File: src/rtl/rr_arbiter.sv
// -----------------------------------------------------------------------------
// rr_arbiter
//
// Round-robin arbiter sharing one resource between N requesters.
//
// While idle, the request vector is scanned starting at a rotating pointer
// (ptr, ptr+1, ..., N-1, 0, ..., ptr-1). The first asserted request wins and is
// granted on the next edge. The grant is held until one of these happens:
//   - the owner asserts done,
//   - the owner drops its request,
//   - the grant has been visible for MAX_HOLD cycles (forced release).
// After a release the pointer moves to the requester just past the previous
// owner. At least one idle cycle always separates two grants.
//
// Ports:
//   clk          clock, all state changes on the rising edge
//   rst          synchronous active-high reset, overrides everything
//   req[N]       request vector, bit i = requester i wants the resource
//   done         owner finished; only looked at while a grant is active
//   grant[N]     one-hot grant, all zeros when idle
//   grant_pos    binary index of the granted requester, 0 when idle
//   grant_valid  high while a grant is active (equals |grant)
//   timeout      one-cycle pulse when a grant was force-released by MAX_HOLD
//   state_dbg    current FSM state (0 = IDLE, 1 = BUSY)
//
// Handshake: a requester holds req[i] high for as long as it wants the
// resource. Once grant[i] is seen high the requester owns the resource; it
// ends ownership by pulsing done or by dropping req[i]. grant[i] falls on the
// edge after either event. All outputs are registered, so there is no
// combinational path from req or done to any output.
// -----------------------------------------------------------------------------
module rr_arbiter #(
    parameter int N        = 4,
    parameter int POS_W    = $clog2(N),
    parameter int MAX_HOLD = 8,
    parameter int HOLD_W   = $clog2(MAX_HOLD + 1)
) (
    input  logic             clk,
    input  logic             rst,
    input  logic [N-1:0]     req,
    input  logic             done,
    output logic [N-1:0]     grant,
    output logic [POS_W-1:0] grant_pos,
    output logic             grant_valid,
    output logic             timeout,
    output logic             state_dbg
);

    typedef enum logic {
        IDLE = 1'b0,
        BUSY = 1'b1
    } state_t;

    localparam logic [HOLD_W-1:0] HOLD_LAST = HOLD_W'(MAX_HOLD - 1);
    localparam logic [POS_W-1:0]  POS_LAST  = POS_W'(N - 1);
    // One extra bit so ptr + i can be compared against N before wrapping.
    localparam logic [POS_W:0]    N_EXT     = (POS_W + 1)'(N);

    state_t            state;
    logic [POS_W-1:0]  ptr;
    logic [HOLD_W-1:0] hcnt;

    assign state_dbg = (state == BUSY);

    // -------------------------------------------------------------------------
    // Winner scan: first set request starting at ptr, wrapping at N.
    // The wrap is done by subtracting N, so N need not be a power of two.
    // -------------------------------------------------------------------------
    logic             win_found;
    logic [POS_W-1:0] win_pos;
    logic [POS_W:0]   cand;

    always_comb begin
        win_found = 1'b0;
        win_pos   = '0;
        cand      = '0;
        for (int i = 0; i < N; i++) begin
            cand = {1'b0, ptr} + (POS_W + 1)'(i);
            if (cand >= N_EXT) begin
                cand = cand - N_EXT;
            end
            if (!win_found && req[cand[POS_W-1:0]]) begin
                win_found = 1'b1;
                win_pos   = cand[POS_W-1:0];
            end
        end
    end

    // -------------------------------------------------------------------------
    // Release conditions while BUSY.
    // -------------------------------------------------------------------------
    logic             rel_done;
    logic             rel_drop;
    logic             rel_hold;
    logic             release_now;
    logic [POS_W-1:0] ptr_next;

    assign rel_done    = done;
    assign rel_drop    = ~req[grant_pos];
    assign rel_hold    = (hcnt == HOLD_LAST);
    assign release_now = rel_done | rel_drop | rel_hold;

    // Next scan starts just past the owner, wrapping explicitly at N-1.
    assign ptr_next = (grant_pos == POS_LAST) ? '0 : grant_pos + POS_W'(1);

    // -------------------------------------------------------------------------
    // FSM with registered outputs.
    // -------------------------------------------------------------------------
    always_ff @(posedge clk) begin
        if (rst) begin
            state       <= IDLE;
            ptr         <= '0;
            hcnt        <= '0;
            grant       <= '0;
            grant_pos   <= '0;
            grant_valid <= 1'b0;
            timeout     <= 1'b0;
        end else begin
            case (state)
                IDLE: begin
                    timeout <= 1'b0;
                    hcnt    <= '0;
                    if (win_found) begin
                        state       <= BUSY;
                        grant       <= N'(1) << win_pos;
                        grant_pos   <= win_pos;
                        grant_valid <= 1'b1;
                    end
                end

                BUSY: begin
                    if (release_now) begin
                        state       <= IDLE;
                        grant       <= '0;
                        grant_pos   <= '0;
                        grant_valid <= 1'b0;
                        hcnt        <= '0;
                        ptr         <= ptr_next;
                        // Forced release only when no normal release coincides.
                        timeout     <= rel_hold & ~rel_done & ~rel_drop;
                    end else begin
                        timeout <= 1'b0;
                        if (hcnt != HOLD_LAST) begin
                            hcnt <= hcnt + HOLD_W'(1);
                        end
                    end
                end

                default: begin
                    state       <= IDLE;
                    grant       <= '0;
                    grant_pos   <= '0;
                    grant_valid <= 1'b0;
                    timeout     <= 1'b0;
                    hcnt        <= '0;
                end
            endcase
        end
    end

endmodule

File: config.mk
export PLATFORM = sky130hd
export DESIGN_NAME = rr_arbiter
export DESIGN_NICKNAME = d
export VERILOG_FILES = /design/src/rtl/rr_arbiter.sv
export SDC_FILE = /design/constraint.sdc
export NUM_CORES = 1
export LEC_CHECK = 0
export ABC_AREA = 1
export CAP_MARGIN = 30
export CORE_MARGIN = 2
export CORE_UTILIZATION = 30
export CTS_CLUSTER_DIAMETER = 120
export CTS_CLUSTER_SIZE = 24
export DETAILED_ROUTE_END_ITERATION = 8
export GPL_ROUTABILITY_DRIVEN = 0
export SLEW_MARGIN = 30
export SYNTH_ARGS = -nofsm -noshare
export SYNTH_HDL_FRONTEND = slang
export SYNTH_SLANG_ARGS = --single-unit
File: constraint.sdc
create_clock -name clk -period 2 [get_ports clk]
set_input_delay 0.4 -clock clk [delete_from_list [all_inputs] [get_ports clk]]
set_output_delay 0.4 -clock clk [all_outputs]
set_load 0.005 [all_outputs]
=== Yosys cells after proc, flatten, opt, wreduce, memory -nomap -nowiden ===
Cells that the tools add are included.

* Register bits after elaboration: 15
* Latch bits: 0
* Memory bits (writable): 0
* Bits in read-only memories: 0
* Bits of input ports: 7
* Output and inout bits: 9
* Logic and storage cells: 87
* Memories: 0

* Add/sub/neg operators: 9
* Multipliers: 0
* Divide/modulo/power cells: 0
* Order comparisons: 9
* Equal/unequal tests: 6
* Shift-type cells: 1
* Muxes and demuxes: 40
* Bitwise gates (word level): 7
* Reduce and logical (&&, ||, !) cells: 8

{| class="wikitable"
|+ Operator list
! kind !! number
|-
| $mux W2 || 11
|-
| $mux W4 || 4
|-
| $pmux W4 S2 || 2
|-
| $lt A2 B3 Y1 const B || 5
|-
| $mux W1 || 14
|-
| $bmux W1 S2 || 5
|-
| $ge A3 B3 Y1 const B || 3
|-
| $sub A2 B1 Y2 const B || 4
|-
| $add A2 B2 Y3 const B || 2
|-
| $pmux W1 S2 || 3
|-
| $add A4 B1 Y4 const B || 1
|-
| $eq A4 B3 Y1 const B || 1
|-
| $ne A4 B3 Y1 const B || 1
|-
| $pmux W2 S2 || 1
|-
| $reduce_and A2 Y1 || 2
|-
| $shl A1 B2 Y4 const A || 1
|-
| $add A2 B1 Y3 const B || 1
|-
| $ge A2 B3 Y1 const B || 1
|-
| $logic_and A1 B1 Y1 || 3
|-
| $logic_not A1 Y1 || 3
|-
| $ne A3 B1 Y1 const B || 1
|-
| $not A1 Y1 || 3
|-
| $add A2 B1 Y2 const B || 1
|-
| $and A1 B1 Y1 || 2
|-
| other kinds (4) || 5
|}

=== Depth between registers and ports, before layout ===
Gate-level depths: netlist of the first run.

* Depth in word-level cells: 17
* Depth in mapped cells: 12
* Mapped depth without buffers: 12

=== Worst setup path after synthesis of the first run ===
OpenSTA, ideal clock, no wires.

* Path type: register -> register
* Start point: register hcnt[0]
* End point: register grant[1]
* Library setup time: 0.128 ns
* Data arrival time: 1.341 ns
* Slack: 0.531 ns
* Cell stages (with the launch flop): 9
* Buffers on the path: 0
* Period minus slack after synthesis: 1.469 ns
* Cell sequence: dfxtp_1 ha_1 nand2_1 o211ai_1 nand2_1 nand2_2 nor2_1 nor2_1 nor2_1

* Longest elaborated chain between the ends: 4

{| class="wikitable"
|+ RTL lines
! item !! line !! source
|-
| start: declaration || 61 || <nowiki>logic [HOLD_W-1:0] hcnt;</nowiki>
|-
| start signal: assignment || 144 || <nowiki>hcnt <= hcnt + HOLD_W'(1);</nowiki>
|-
| $eq A4 B3 Y1 || 100 || <nowiki>assign rel_hold = (hcnt == HOLD_LAST);</nowiki>
|-
| $or A1 B1 Y1 || 101 || <nowiki>assign release_now = rel_done | rel_drop | rel_hold;</nowiki>
|-
| $ne A2 B1 Y1 (no line) || n/a ||
|-
| $reduce_and A2 Y1 (no line) || n/a ||
|-
| end signal: assignment || 125 || <nowiki>grant <= N'(1) << win_pos;</nowiki>
|-
| end: declaration || 42 || <nowiki>output logic [N-1:0] grant,</nowiki>
|}

No other way between the ends.
A chain may end at the register's enable or synchronous reset.

=== Worst setup path in the final report of the first run ===
* Start point: register ptr[0]
* End point: register grant[1]

* Longest elaborated chain between the ends: 17
* Elaborated cells between the ends (all ways): 42
* Those cells by class: add/sub (7); order compare (4); eq/ne (1); shift (1); mux (22); reduce/logical (7)

{| class="wikitable"
|+ RTL lines
! item !! line !! source
|-
| start: declaration || 60 || <nowiki>logic [POS_W-1:0] ptr;</nowiki>
|-
| start signal: assignment || 138 || <nowiki>ptr <= ptr_next;</nowiki>
|-
| parallel branches: the longest is 17 deep, another holds $add A2 B1 Y3 || n/a ||
|}

Several ways; the timed one is not identified. The select of a mux whose other input is x is not followed.

==> results of run 1 <==
==> area by class of cell <==
cell class	instances	area (um^2)
clock buffer	3	22.5
inverter	15	56.3
timing repair buffer	17	165
fill	333	1850
clock inverter	1	5.00
sequential	15	300
tap	33	41.3
multi-input combinational	108	558
==> power breakdown <==
part / leakage [nW] / switching, mW / internal, mW / total, mW
sequential: 0.123 / 0.0802 / 0.367 / 0.447
combinational: 0.403 / 0.428 / 0.322 / 0.750
clock: 0.0177 / 0.0947 / 0.0740 / 0.169
==> final timing paths <==
check / slack [ps] / start / depth (start not counted) / to
worst max-delay path: 260 / ptr[0] / 12 / grant[1]
worst min-delay path: 460 / hcnt[0] / 1 / hcnt[0]
worst max register to register: 260 / ptr[0] / 12 / grant[1]
worst min register to register: 460 / hcnt[0] / 1 / hcnt[0]
==> worst max-delay path: stages (launching register included) <==
cell	delay, ps
dfxtp_1	550
inv_2	160
nand2_1	90
nand2_1	80
nand2_2	90
nand2_2	70
nor2_4	130
nand3_1	90
nand2_1	90
nand3_1	90
nor2_1	120
nor2_1	50
nor2_1	80
==> layout by cell type, fill, tap and decap left out <==
master / Yosys / final
nand3_1: 11 / 11
nand2_2: 8 / 8
o21ai_0: 3 / 3
and2_1: 1 / 1
a21oi_1: 8 / 8
nor2_4: 1 / 1
nor4_1: 2 / 2
buf_4: 0 / 2
xor2_1: 1 / 1
o21ai_1: 1 / 1
nand2_4: 1 / 1
nand4_1: 1 / 1
nand2_1: 40 / 40
inv_1: 13 / 13
dfxtp_1: 15 / 15
nand3b_1: 1 / 1
nand3_2: 4 / 4
nand3b_4: 1 / 1
o211ai_1: 2 / 2
nor3_1: 3 / 3
nor2_1: 17 / 17
clkdlybuf4s50_1: 0 / 15
clkinv_2: 0 / 1
ha_1: 2 / 2
inv_2: 2 / 2
clkbuf_4: 0 / 3
==> synthesized netlist by cell type, drive strengths merged <==
master and n:
nand2 49, nor2 18, dfxtp 15, inv 15
nand3 15, a21oi 8, o21ai 4, nor3 3
ha 2, nand3b 2, nor4 2, o211ai 2
and2 1, buf 1, clkbuf 1, nand4 1
xor2 1
==> state kept, by name (all words and copies together), names as in the netlist <==
register,count
grant,4
hcnt,4
grant_pos,2
ptr,2
grant_valid,1
state_dbg,1
timeout,1
==> logic make-up (layout without fill, tap and decap cells) <==
logic type | Yosys count | after routing | share of synthesized area
adders and majority gates | 2 | 2 | 0.0269
and+or+nand+nor | 91 | 91 | 0.483
DFF | 15 | 15 | 0.323
xor gates and xnor gates | 1 | 1 | 0.00942
AOI/OAI and AO/OA | 14 | 14 | 0.0807
buffers and inverters | 17 | 36 | 0.0767
==> layer usage <==
layer	vias up	share of wire
met1	399	0.50
met2	18	0.46
met3	2	0.036
met4	0	0.0067
li1	491	-
met5	-	0
==> metrics by stage <==
stage	setup WS, ps	instances
floorplan	531	140
global placement	63.9	188
detailed placement	36.0	188
CTS	239	192
global route	20.6	192
finish	260	192
==> summary.md, run 1 <==
| Metric | Value |
|---|---|
| CTS Sinks | `15` |
| HP Class | `reg -> reg` |
| Vias per cell | `4.74` |
| WL/cell | `10.2 um` |
| Crit-path max FO | `10` |
| Post-synthesis sequential area ratio | `0.323` |
| Post-CTS setup buffers | `0` |
| CORE AREA | `3000 um^2` |
| CTS resizes | `0` |
| CTS Buf Count | `3` |
| Max VDD drop | `0.432 mV` |
| WL final | `1950 um` |
| Met3 Use GR | `0.0130` |
| Starting Density | `0.310` |
| Synthesis-stage register bit count | `15` |
| Slew @ Worst Pin | `369 ps` |
| Post-synth design cell area | `930 um^2` |
| Htree depth | `1` |
| Pwr Total | `1.37 mW` |
| Lkg Pwr | `0.544 nW` |
| Largest net degree at the start of global routing | `11` |
| Hold Buf Count CTS | `0` |
| FP Rows | `20` |
| Max cap viols | `0` |
| Cell taking the most area after synthesis | `dfxtp_1` |
| Synth warnings | `0` |
| Setup Skew | `6.22 ps` |
| Clock latency on the worst-skew pair | `280 ps` |
| Top post-synthesis cells by area | `dfxtp_1 32%, nand2_1 16%, nor2_1 6.9%` |
| Post-route cell area | `1150 um^2` |
| Fin crit share | `0.870` |
| Final nets | `169` |
| Max-slew violation total from the final report | `0` |
| Grt ovf | `0` |
| DP HPWL | `1570 um` |
| Clock root cell | `clkbuf_4` |
| DR iter-0 viols | `44` |
| CTS tree | `done` |
| GRT Overall Usage | `0.126` |
| Final Core Density | `0.383` |
| Global-route wire length before repair | `3580 um` |
| Die extent in y | `59.7 um` |
| Via Count | `910` |
| Max clock buf depth | `2` |
| PwrDens | `1190 nW/um^2` |
| Cells after Synth | `140` |
| Die area | `3560 um^2` |
| DRT Pass-1 Iters | `4` |
| Met2 Track Usage GR | `0.194` |
| Die Span X | `59.7 um` |
| # setup viols final | `0` |
| IO Port Bufs | `15` |
| Synth-to-layout area growth | `23.6%` |
| Crit path required time | `2210 ps` |
| Critical Path AT | `1950 ps` |
| Number of global-route vias before repair | `860` |
| Worst Setup Start Kind | `flop` |
| Setup CP Type | `reg -> reg` |
| Initial antenna violation count | `0` |
| Met1 GRT Util | `0.182` |
| Number of library cell types mapped by synthesis | `24` |
| Clock slew at reported path FFs | `90 ps` |
| Busiest grt layer | `met2` |
| RSZ-0062 raised after global routing | `no` |
| Area after DPL | `1120 um^2` |
| Mapped Nets | `149` |
| Final Hold Fails | `0` |
| Rel. slew slack | `0.754` |
| Status | `completed` |
| Max Clk Rate | `575 MHz` |
| Mean Syn Cell Area | `6.64 um^2` |
| Smallest hold slack | `457 ps` |
| Min Tclk post-route | `1740 ps` |
| IO Pins | `16` |
| Worst setup EP type | `flop` |
| N_diodes | `0` |
| Post-synth top area share | `0.323` |
| Post-route ant nets | `0` |
| Setup TNS | `0 ps` |
| Drt drc | `0` |
| Fraction of layout instances using a drive strength above 1 | `0.145` |
Power figures use the tool's default switching activity.
==> inputs of run 2 (changes only) <==
--- a/config.mk
+++ b/config.mk
@@ -12,6 +12,7 @@
 export CTS_CLUSTER_DIAMETER = 120
 export CTS_CLUSTER_SIZE = 24
 export DETAILED_ROUTE_END_ITERATION = 8
+export DONT_BUFFER_PORTS = 1
 export GPL_ROUTABILITY_DRIVEN = 0
 export SLEW_MARGIN = 30
 export SYNTH_ARGS = -nofsm -noshare
==> summary.md, run 2 (synthesis gave the netlist of run 1 again) <==
| Metric | Value |
|---|---|
| Max clock buf depth | `2 (unchanged)` |
| Post-CTS setup buffers | `0 (unchanged)` |
| CP max-delay cell | `dfxtp_1` |
| Area after DPL | `963 um^2 (-14%)` |
| Max VDD drop | `0.394 mV (-8.8%)` |
| Critical Path AT | `1900 ps (-50 ps)` |
| # setup viols final | `0 (unchanged)` |
| Worst Setup Start Kind | `flop` |
| Max cap viols | `0 (unchanged)` |
| DR iter-0 viols | `9 (-80%)` |
| Largest net degree at the start of global routing | `12 (+1)` |
| CTS tree | `done` |
| Most frequent cells in the layout | `40 x nand2_1, 17 x nor2_1, 14 x dfxtp_1` |
| Global-route wire length before repair | `3570 um (-0.39%)` |
| Crit path required time | `2190 ps (-20 ps)` |
| Crit-path max FO | `8 (-2)` |
| Smallest hold slack | `162 ps (-295 ps)` |
| CP dominant cell by count | `nor2_1` |
| GRT Overall Usage | `0.128 (+0.00229)` |
| Clock slew at reported path FFs | `90 ps (about the same)` |
| Drt drc | `0 (unchanged)` |
| Sequential share of power | `0.364 (+0.037)` |
| Setup Skew | `6.37 ps (+0.151 ps)` |
| Commonest non-fill, non-tap cell in the layout | `nand2_1` |
| Setup TNS | `0 ps (unchanged)` |
| Post-route ant nets | `0 (unchanged)` |
| Clock latency on the worst-skew pair | `290 ps (about the same)` |
| Vias per cell | `4.81 (+1.5%)` |
| Slew @ Worst Pin | `396 ps (+27.1 ps)` |
| Final nets | `153 (-9.5%)` |
| DRT Pass-1 Iters | `4 (unchanged)` |
| WL final | `1940 um (-0.82%)` |
| Pwr Total | `1.25 mW (-8.3%)` |
| Die Span X | `59.7 um (unchanged)` |
| Die area | `3560 um^2 (unchanged)` |
| Fin crit share | `0.851 (-0.0190)` |
| HP Class | `in -> reg` |
| Number of global-route vias before repair | `875 (+1.7%)` |
| Worst setup EP type | `flop` |
| CORE AREA | `3000 um^2 (unchanged)` |
| CTS Buf Count | `3 (unchanged)` |
| Via Count | `847 (-6.9%)` |
| Post-route cell area | `992 um^2 (-14%)` |
| IO Port Bufs | `0 (-15)` |
| Clock root cell | `clkbuf_4` |
| Place WS | `291 ps (+256 ps)` |
| Synth-to-layout area growth | `6.73%` |
| DP HPWL | `1580 um (about the same)` |
| CTS Sinks | `15 (unchanged)` |
| Htree depth | `1 (unchanged)` |
| Crit-path cells | `ha_1, nand2_1, o211ai_1, nand2_1, nand2_2, nor2_1, nor2_1, nor2_1` |
| Initial antenna violation count | `0 (unchanged)` |
| Starting Density | `0.310 (unchanged)` |
| Net Switching | `0.588 mW (-2.6%)` |
| Min Tclk post-route | `1700 ps (-38.1 ps)` |
| Grt ovf | `0 (unchanged)` |
| Biggest regs | `grant x4, hcnt x4` |
| Status | `completed` |
| Lkg Pwr | `0.484 nW (-11%)` |
| Layout filler cell count | `323 (-3.0%)` |
| Clk network pwr share | `0.141 (+0.017)` |
| Comb pwr share | `0.495 (-0.054)` |
| Max Clk Rate | `588 MHz (+2.2%)` |
| FP Rows | `20 (unchanged)` |
| WL/cell | `11.0 um (+8.2%)` |
| Setup CP Type | `reg -> reg` |
| Slowest stage delay, CP | `360 ps (-190 ps)` |
| Rel. slew slack | `0.735 (-0.0189)` |
| Max-slew violation total from the final report | `0 (unchanged)` |
| Die extent in y | `59.7 um (unchanged)` |
| Fraction of layout instances using a drive strength above 1 | `0.161 (+0.0162)` |
| Final setup margin | `298 ps (+38.1 ps)` |
| Internal | `0.665 mW (-13%)` |
| Final Hold Fails | `0 (unchanged)` |
| PwrDens | `1260 nW/um^2 (+6.2%)` |
| Switching part of the total | `0.469 (+0.0276)` |
| RSZ-0062 raised after global routing | `no` |
| IO Pins | `16 (unchanged)` |
| N_diodes | `0 (unchanged)` |
==> run 2: changes by cell type in the layout (fill, tap and decap cells not counted), sizes merged <==
cell	previous run	this run
clkdlybuf4s50	15	0
buf	2	1
==> run 2: stage by stage <==
| stage | util | cells |
|---|---|---|
| 3_3_place_gp | 0.321 | 172 |
| 3_5_place_dp | 0.321 | 172 |
| 6_report | 0.330 | 176 |
| 4_1_cts | 0.330 | 176 |
| 5_1_grt | 0.330 | 176 |
| 2_1_floorplan | - | 140 |
==> run 2: worst paths after layout <==
check / to / start / slack [ps] / cells past startpoint
worst max-delay path: grant[3] / hcnt[0] / 300 / 8
worst min-delay path: grant_pos[1] / rst / 160 / 1
worst max register to register: grant[3] / hcnt[0] / 300 / 8
worst min register to register: hcnt[0] / hcnt[0] / 460 / 1
==> run 2: timing repair <==
item / in CTS / in global routing
resized for setup: 0 / 1
hold buffers: 0 / 0
setup endpoints to repair: 0 / 1
==> run 2: routing by layer <==
layer	global-route usage	vias up	wire length, um
li1	-	460	-
met1	0.149	371	879
met2	0.225	11	939
met3	0.0195	5	75
met4	0.0635	0	41
met5	0	-	0
==> run 2: power groups by stage <==
stage               clock network, mW  registers, mW  logic [mW]
global placement                    0          0.465       0.612
CTS                             0.182          0.457       0.624
floorplan                           0          0.432       0.540
finish                          0.177          0.456       0.620
detailed placement                  0          0.464       0.621
global route                    0.193          0.470       0.728
==> run 2: cell type report <==
cell class | count | area [um^2] | area share
tap | 33 | 41.3 | 0.0416
multi-input combinational | 108 | 558 | 0.562
sequential | 15 | 302 | 0.304
clock buffer | 3 | 22.5 | 0.0227
clock inverter | 1 | 5.00 | 0.00504
inverter | 15 | 56.3 | 0.0567
timing repair buffer | 1 | 7.51 | 0.00757
==> run 2: critical path: cells and delay by family (launching register included) <==
family	cells	cell delay [ps]
and+or+nand+nor	6	700
AOI/OAI and AO/OA	1	360
adders and majority gates	1	180
DFF	1	360
==> inputs of run 3 (changes only) <==
--- a/config.mk
+++ b/config.mk
@@ -6,6 +6,7 @@
 export NUM_CORES = 1
 export LEC_CHECK = 0
 export ABC_AREA = 1
+export ABC_CLOCK_PERIOD_IN_PS = 2000
 export CAP_MARGIN = 30
 export CORE_MARGIN = 2
 export CORE_UTILIZATION = 30
==> results of run 3 <==
Final layout, timing and power as in run 2 (identical DEF).
